==> src/rtl/mult_pkg.sv <==
// Shared constants and types for the multiplier / accumulator slice.
// Holds the accumulator width helper and the accumulator FSM state type.
package mult_pkg;

    localparam int MULT_N  = 8;
    localparam int MAC_LEN = 8;

    // Widest sum of len products of n-bit operands, without overflow.
    function automatic int acc_width(input int n, input int len);
        return 2 * n + $clog2(len);
    endfunction

    typedef enum logic {
        ACCUM,
        DONE
    } acc_state_t;

endpackage

==> src/rtl/fast_adder.sv <==
// Parallel-prefix (Kogge-Stone) adder with carry-in and carry-out.
// Carry-in is folded into bit 0's generate so the prefix tree covers it.
module fast_adder #(
    parameter int W = 8
) (
    input  logic [W-1:0] i_a,
    input  logic [W-1:0] i_b,
    input  logic         i_cin,
    output logic [W-1:0] o_sum,
    output logic         o_cout
);

    localparam int LVL = (W > 1) ? $clog2(W) : 1;

    logic [W-1:0] w_g;
    logic [W-1:0] w_p;
    logic [W-1:0] w_gg;
    logic [W-1:0] w_pp;
    logic [W-1:0] w_gn;
    logic [W-1:0] w_pn;
    logic [W-1:0] w_c;

    always_comb begin
        w_p    = i_a ^ i_b;
        w_g    = i_a & i_b;
        w_g[0] = w_g[0] | (w_p[0] & i_cin);
        w_gg   = w_g;
        w_pp   = w_p;
        w_gn   = w_g;
        w_pn   = w_p;
        for (int k = 0; k < LVL; k++) begin
            w_gn = w_gg;
            w_pn = w_pp;
            for (int i = (1 << k); i < W; i++) begin
                w_gn[i] = w_gg[i] | (w_pp[i] & w_gg[i - (1 << k)]);
                w_pn[i] = w_pp[i] & w_pp[i - (1 << k)];
            end
            w_gg = w_gn;
            w_pp = w_pn;
        end
        w_c    = '0;
        w_c[0] = i_cin;
        for (int i = 1; i < W; i++) begin
            w_c[i] = w_gg[i - 1];
        end
        o_sum  = w_p ^ w_c;
        o_cout = w_gg[W-1];
    end

endmodule

==> src/rtl/product_accumulator.sv <==
// Sums LEN unsigned products, then hands the total downstream via valid/ready.
// Define PRODUCT_ACC_SATURATE_EN to clamp on overflow instead of wrapping.
module product_accumulator
    import mult_pkg::*;
#(
    parameter int N     = MULT_N,
    parameter int LEN   = MAC_LEN,
    parameter int ACC_W = acc_width(MULT_N, MAC_LEN)
) (
    input  logic             clk,
    input  logic             reset,
    input  logic             i_valid,
    output logic             o_ready,
    input  logic [2*N-1:0]   i_p,
    input  logic             i_clear,
    output logic             o_valid,
    input  logic             i_ready,
    output logic [ACC_W-1:0] o_acc,
    output logic             o_overflow
);

    localparam int CNT_W = $clog2(LEN);
    localparam logic [CNT_W-1:0] LAST = CNT_W'(LEN - 1);

    acc_state_t       r_state;
    acc_state_t       w_state_nxt;
    logic [ACC_W-1:0] r_acc;
    logic [ACC_W-1:0] w_acc_nxt;
    logic [CNT_W-1:0] r_cnt;
    logic [CNT_W-1:0] w_cnt_nxt;
    logic             r_ovf;
    logic             w_ovf_nxt;

    logic [ACC_W-1:0] w_term;
    logic [ACC_W-1:0] w_sum;
    logic             w_cout;
    logic [ACC_W-1:0] w_add_res;
    logic             w_accept;

    assign w_term = ACC_W'(i_p);

    fast_adder #(
        .W(ACC_W)
    ) u_add (
        .i_a    (r_acc),
        .i_b    (w_term),
        .i_cin  (1'b0),
        .o_sum  (w_sum),
        .o_cout (w_cout)
    );

`ifdef PRODUCT_ACC_SATURATE_EN
    // Once clamped, any further non-zero term carries out again.
    assign w_add_res = w_cout ? {ACC_W{1'b1}} : w_sum;
`else
    assign w_add_res = w_sum;
`endif

    assign w_accept = i_valid & o_ready;

    always_comb begin
        w_state_nxt = r_state;
        w_acc_nxt   = r_acc;
        w_cnt_nxt   = r_cnt;
        w_ovf_nxt   = r_ovf;
        o_ready     = 1'b0;
        o_valid     = 1'b0;
        unique case (r_state)
            ACCUM: begin
                o_ready = ~reset;
                if (i_clear) begin
                    w_acc_nxt = '0;
                    w_cnt_nxt = '0;
                    w_ovf_nxt = 1'b0;
                end else if (w_accept) begin
                    w_acc_nxt = w_add_res;
                    w_ovf_nxt = r_ovf | w_cout;
                    if (r_cnt == LAST) begin
                        w_cnt_nxt   = '0;
                        w_state_nxt = DONE;
                    end else begin
                        w_cnt_nxt = r_cnt + 1'b1;
                    end
                end
            end
            DONE: begin
                o_valid = 1'b1;
                if (i_ready | i_clear) begin
                    w_acc_nxt   = '0;
                    w_cnt_nxt   = '0;
                    w_ovf_nxt   = 1'b0;
                    w_state_nxt = ACCUM;
                end
            end
            default: begin
                w_state_nxt = ACCUM;
            end
        endcase
    end

    always_ff @(posedge clk or posedge reset) begin
        if (reset) begin
            r_state <= ACCUM;
            r_acc   <= '0;
            r_cnt   <= '0;
            r_ovf   <= 1'b0;
        end else begin
            r_state <= w_state_nxt;
            r_acc   <= w_acc_nxt;
            r_cnt   <= w_cnt_nxt;
            r_ovf   <= w_ovf_nxt;
        end
    end

    assign o_acc      = r_acc;
    assign o_overflow = r_ovf;

endmodule

==> config.mk <==
export PLATFORM = sky130hd
export DESIGN_NAME = product_accumulator
export DESIGN_NICKNAME = d
export VERILOG_FILES = /design/src/rtl/mult_pkg.sv /design/src/rtl/fast_adder.sv /design/src/rtl/product_accumulator.sv
export SDC_FILE = /design/constraint.sdc
export NUM_CORES = 1
export LEC_CHECK = 0
export CAP_MARGIN = 0
export CORE_MARGIN = 2
export CORE_UTILIZATION = 44
export CTS_CLUSTER_SIZE = 40
export DETAILED_ROUTE_END_ITERATION = 6
export HOLD_SLACK_MARGIN = 0.08
export PLACE_DENSITY = 0.81
export SYNTH_ARGS = -nofsm -noshare
export SYNTH_HDL_FRONTEND = slang
export SYNTH_SLANG_ARGS = --single-unit
==> constraint.sdc <==
create_clock -name clk -period 2.4 [get_ports clk]
set_clock_uncertainty 0.15 [all_clocks]
set_input_delay 0.48 -clock clk [delete_from_list [all_inputs] [get_ports clk]]
set_output_delay 0.48 -clock clk [all_outputs]
set_load 0.05 [all_outputs]
==> results.cfg <==
[outcome]
status = complete, but fails checks
violations = negative setup slack

[cts]
root_buffer = clkbuf_8
insertion_delay_ns = 0.27
cts_buffer_depth = 2
clock_sinks = 24
cts_buffers = 3
hold_buffers = 0
cts_tree = done
clk_pin_slew_ns = 0.09
htree_levels = 1

[power_and_ir_drop]
total_power_mw = 1.348
leakagePower_nw = 1.291
p_per_area_nw_per_um2 = 468.1
peakVddDrop_mv = 0.3031

[die]
die-width_um = 66.58
dieArea_um2 = 4432
die_y_um = 66.58
num_rows = 22
core_um2 = 3716
initial_core_util_pct = 46.36
io_pins = 43

[synthesis]
synthSimpleGateAreaFrac_pct = 15.25
yosys.area.top_type_share_pct = 34.86
synth_fa_ha_area_share_pct = 14.23
syn_area_per_cell_um2 = 9.164
synth_xor_area_share_pct = 5.084
synth_fp_nets = 228
synth_top_family_by_area = compound AO/OA/AOI/OAI gates
yosys-mux-area-fraction_pct = 0
yosysTopAreaCell = dfrtp_1
ys_top_cells_by_area = dfrtp_1, ha_1, nand2_1, o21ai_0, xnor2_1
synth_cell_types = 40
yosys_warnings = 0
yosys_register_bits = 24
netlist_instances = 188
synth_compound_area_share_pct = 27.67
mappedNetlistArea_um2 = 1723
ys_seq_area_share_pct = 34.86

[grt]
grt-ovfl-total = 0
antenna_found_initial = 0
grt_pass1_vias = 1819
grt_pass1_wl_mm = 8.466
grt_max_degree = 25
grt_util_all_layers_pct = 25.32

[sta]
hold_viol = 0
final.period_utilization_pct = 104.1
rsz0062_at_grt = true
hold_slack_ns = 0.3655
fin_ws_ns = -0.09833
fin_crit_ns = 2.498
slew_headroom_pct = 40.71
finalSetupViolCount = 5
fmax_ghz = 0.4003
drv_slew = 0
tightest_slew_ns = 0.8883

[placement]
place.port_buffers = 42
dp_hpwl_mm = 3.325
dpl_cell_area_um2 = 2492
place_congestion = 0.8597

[critical_path]
crit_type = input pin to register
r2r-end = o_acc[16]$_DFFE_PP0P_
reg2reg_from = o_acc[0]$_DFFE_PP0P_
worst_ep_arrival_time_ns = 2.52
path_max_fanout = 4
cp-end-kind = register
r2r_slack_ns = -0.07
reg2regPathDepth = 9
cp.required_ns = 2.42
start_kind = input pin

[detailed_routing]
drtPass1Iterations = 5
drc_errors = 0
viasPerCell = 5.862
vias = 1905
wirelength_mm = 6.016
ant_nets = 0
routedWlPerCell_um = 18.51
first_iter_violations = 89

[min_path]
min_to = r_cnt[0]$_DFFE_PP0P_
hold_path_class = register to register
worstHoldStart = r_cnt[0]$_DFFE_PP0P_
holdPathStages = 1

[finish]
layout-drive-gt1-share_pct = 33.57
nets = 318
area_delta_synth_final_pct = 67.17
diodes = 0
post-route-util_pct = 77.51
fillers = 232
fin_area_um2 = 2880

[flow_run]
maxCapViolations = 0
[area by class of cell]
class / count / area [um2] / area share [%]
clock buffers: 4 / 55.05 / 1.911
inverters: 9 / 33.78 / 1.173
multi-input cells: 151 / 1341 / 46.57
flip-flops and latches: 24 / 604.3 / 20.98
well taps: 48 / 60.06 / 2.085
repair buffers: 89 / 785.8 / 27.28
[logic make-up (layout without fill, tap and decap cells)]
logic type / count (synthesis) / count (layout)
and+or+nand+nor: 57 / 57
AOI/OAI and AO/OA: 65 / 65
buffers and inverters: 13 / 102
xor gates and xnor gates: 10 / 10
adders and majority gates: 19 / 19
DFF: 24 / 24
[stage by stage]
stage | setup slack (ns) | setup TNS, ns | cells
6_report | -0.09833 | -0.3806 | 325
5_1_grt | -0.1561 | -0.7958 | 325
4_1_cts | -0.01178 | -0.02224 | 324
3_5_place_dp | -0.5498 | -5.216 | 310
3_3_place_gp | -0.4941 | -4.519 | 310
2_1_floorplan | -0.1072 | -0.1072 | 188
[synthesized netlist by cell type]
cell type / number
nor2_1: 12
o221ai_2: 2
fa_1: 1
o31ai_1: 3
o32ai_2: 1
o21ai_1: 1
or3_1: 2
nand2b_1: 1
xor2_1: 1
and2_1: 1
a22o_1: 4
inv_1: 9
o21ai_0: 16
o21a_1: 2
ha_1: 18
a41o_1: 1
a21oi_1: 10
buf_2: 1
and3_1: 3
a211oi_1: 2
a31o_2: 1
o211ai_1: 2
a31oi_1: 3
clkbuf_1: 3
a21oi_4: 1
dfrtp_1: 24
nor2_2: 3
o21bai_1: 3
nor3_1: 4
nor2b_1: 3
or4_1: 1
o2111ai_2: 1
xnor2_1: 9
a21o_1: 6
nand2_1: 22
nand3_1: 4
nand2_2: 1
a32o_1: 3
a311oi_1: 2
a211o_1: 1
[registers in the layout, indices dropped and copies added, names as in the netlist]
register / count
o_overflow: 1
r_state: 1
o_acc: 19
r_cnt: 3
[what timing repair did]
action,4_1_cts,5_1_grt
gates resized for setup,20,26
buffers inserted,10,1
pin swaps,10,9
setup endpoints to repair,9,11
endpoints found under the hold margin,0,0
[per-layer routing]
layer / vias to the layer above / wire length, um / track usage (%)
li1: 868 / - / -
met1: 917 / 2389 / 32.04
met2: 94 / 3002 / 43.25
met3: 26 / 356 / 3.209
met4: 0 / 267 / 10.46
met5: - / 0 / 0
[critical path: stages]
cell and delay, ns:
dlygate4sd2_1 0.27, ha_1 0.33, a21oi_2 0.24, nor2_2 0.10
o2111ai_4 0.30, a311oi_2 0.15, or3_1 0.38, a32o_1 0.24
[how the worst max path moves through the flow]
stage                    startpoint               endpoint  cells after the start  slack (ns)
4_1_cts        o_acc[0]$_DFFE_PP0P_  o_acc[10]$_DFFE_PP0P_                      8       -0.01
3_5_place_dp                 i_p[0]  o_acc[16]$_DFFE_PP0P_                     10       -0.55
2_1_floorplan  o_acc[0]$_DFFE_PP0P_  o_acc[10]$_DFFE_PP0P_                      8       -0.11
3_3_place_gp                 i_p[0]  o_acc[10]$_DFFE_PP0P_                      9       -0.49
5_1_grt        o_acc[0]$_DFFE_PP0P_  o_acc[16]$_DFFE_PP0P_                      9       -0.16
6_report                     i_p[1]  o_acc[15]$_DFFE_PP0P_                      8        -0.1
[placed cells by master, fill, tap and decap left out, types with 3 or more instances in the layout]
cell             Yosys  final
nand2_1             22     20
a21o_1               6      6
nor2b_1              3      3
ha_1                18      9
o21ai_1              1      8
clkbuf_8             0      4
a32o_1               3      3
ha_4                 0      9
nand3_1              4      3
dfrtp_2              0      3
nor2_1              12     11
clkdlybuf4s50_1      0     36
a22o_1               4      4
buf_4                0     47
nor2_2               3      4
nor3_1               4      4
inv_1                9      9
a21oi_1             10      7
o21ai_0             16      9
xnor2_1              9      8
dfrtp_1             24     21
nand2_2              1      3
and3_1               3      3
[report_power, final]
| part | total [mW] | leakage (nW) | switching, mW | internal (mW) |
|---|---|---|---|---|
| Combinational | 0.607 | 0.939 | 0.326 | 0.281 |
| Clock | 0.289 | 0.0288 | 0.142 | 0.147 |
| Sequential | 0.453 | 0.323 | 0.0259 | 0.427 |
(Power assumes the default switching activity.)
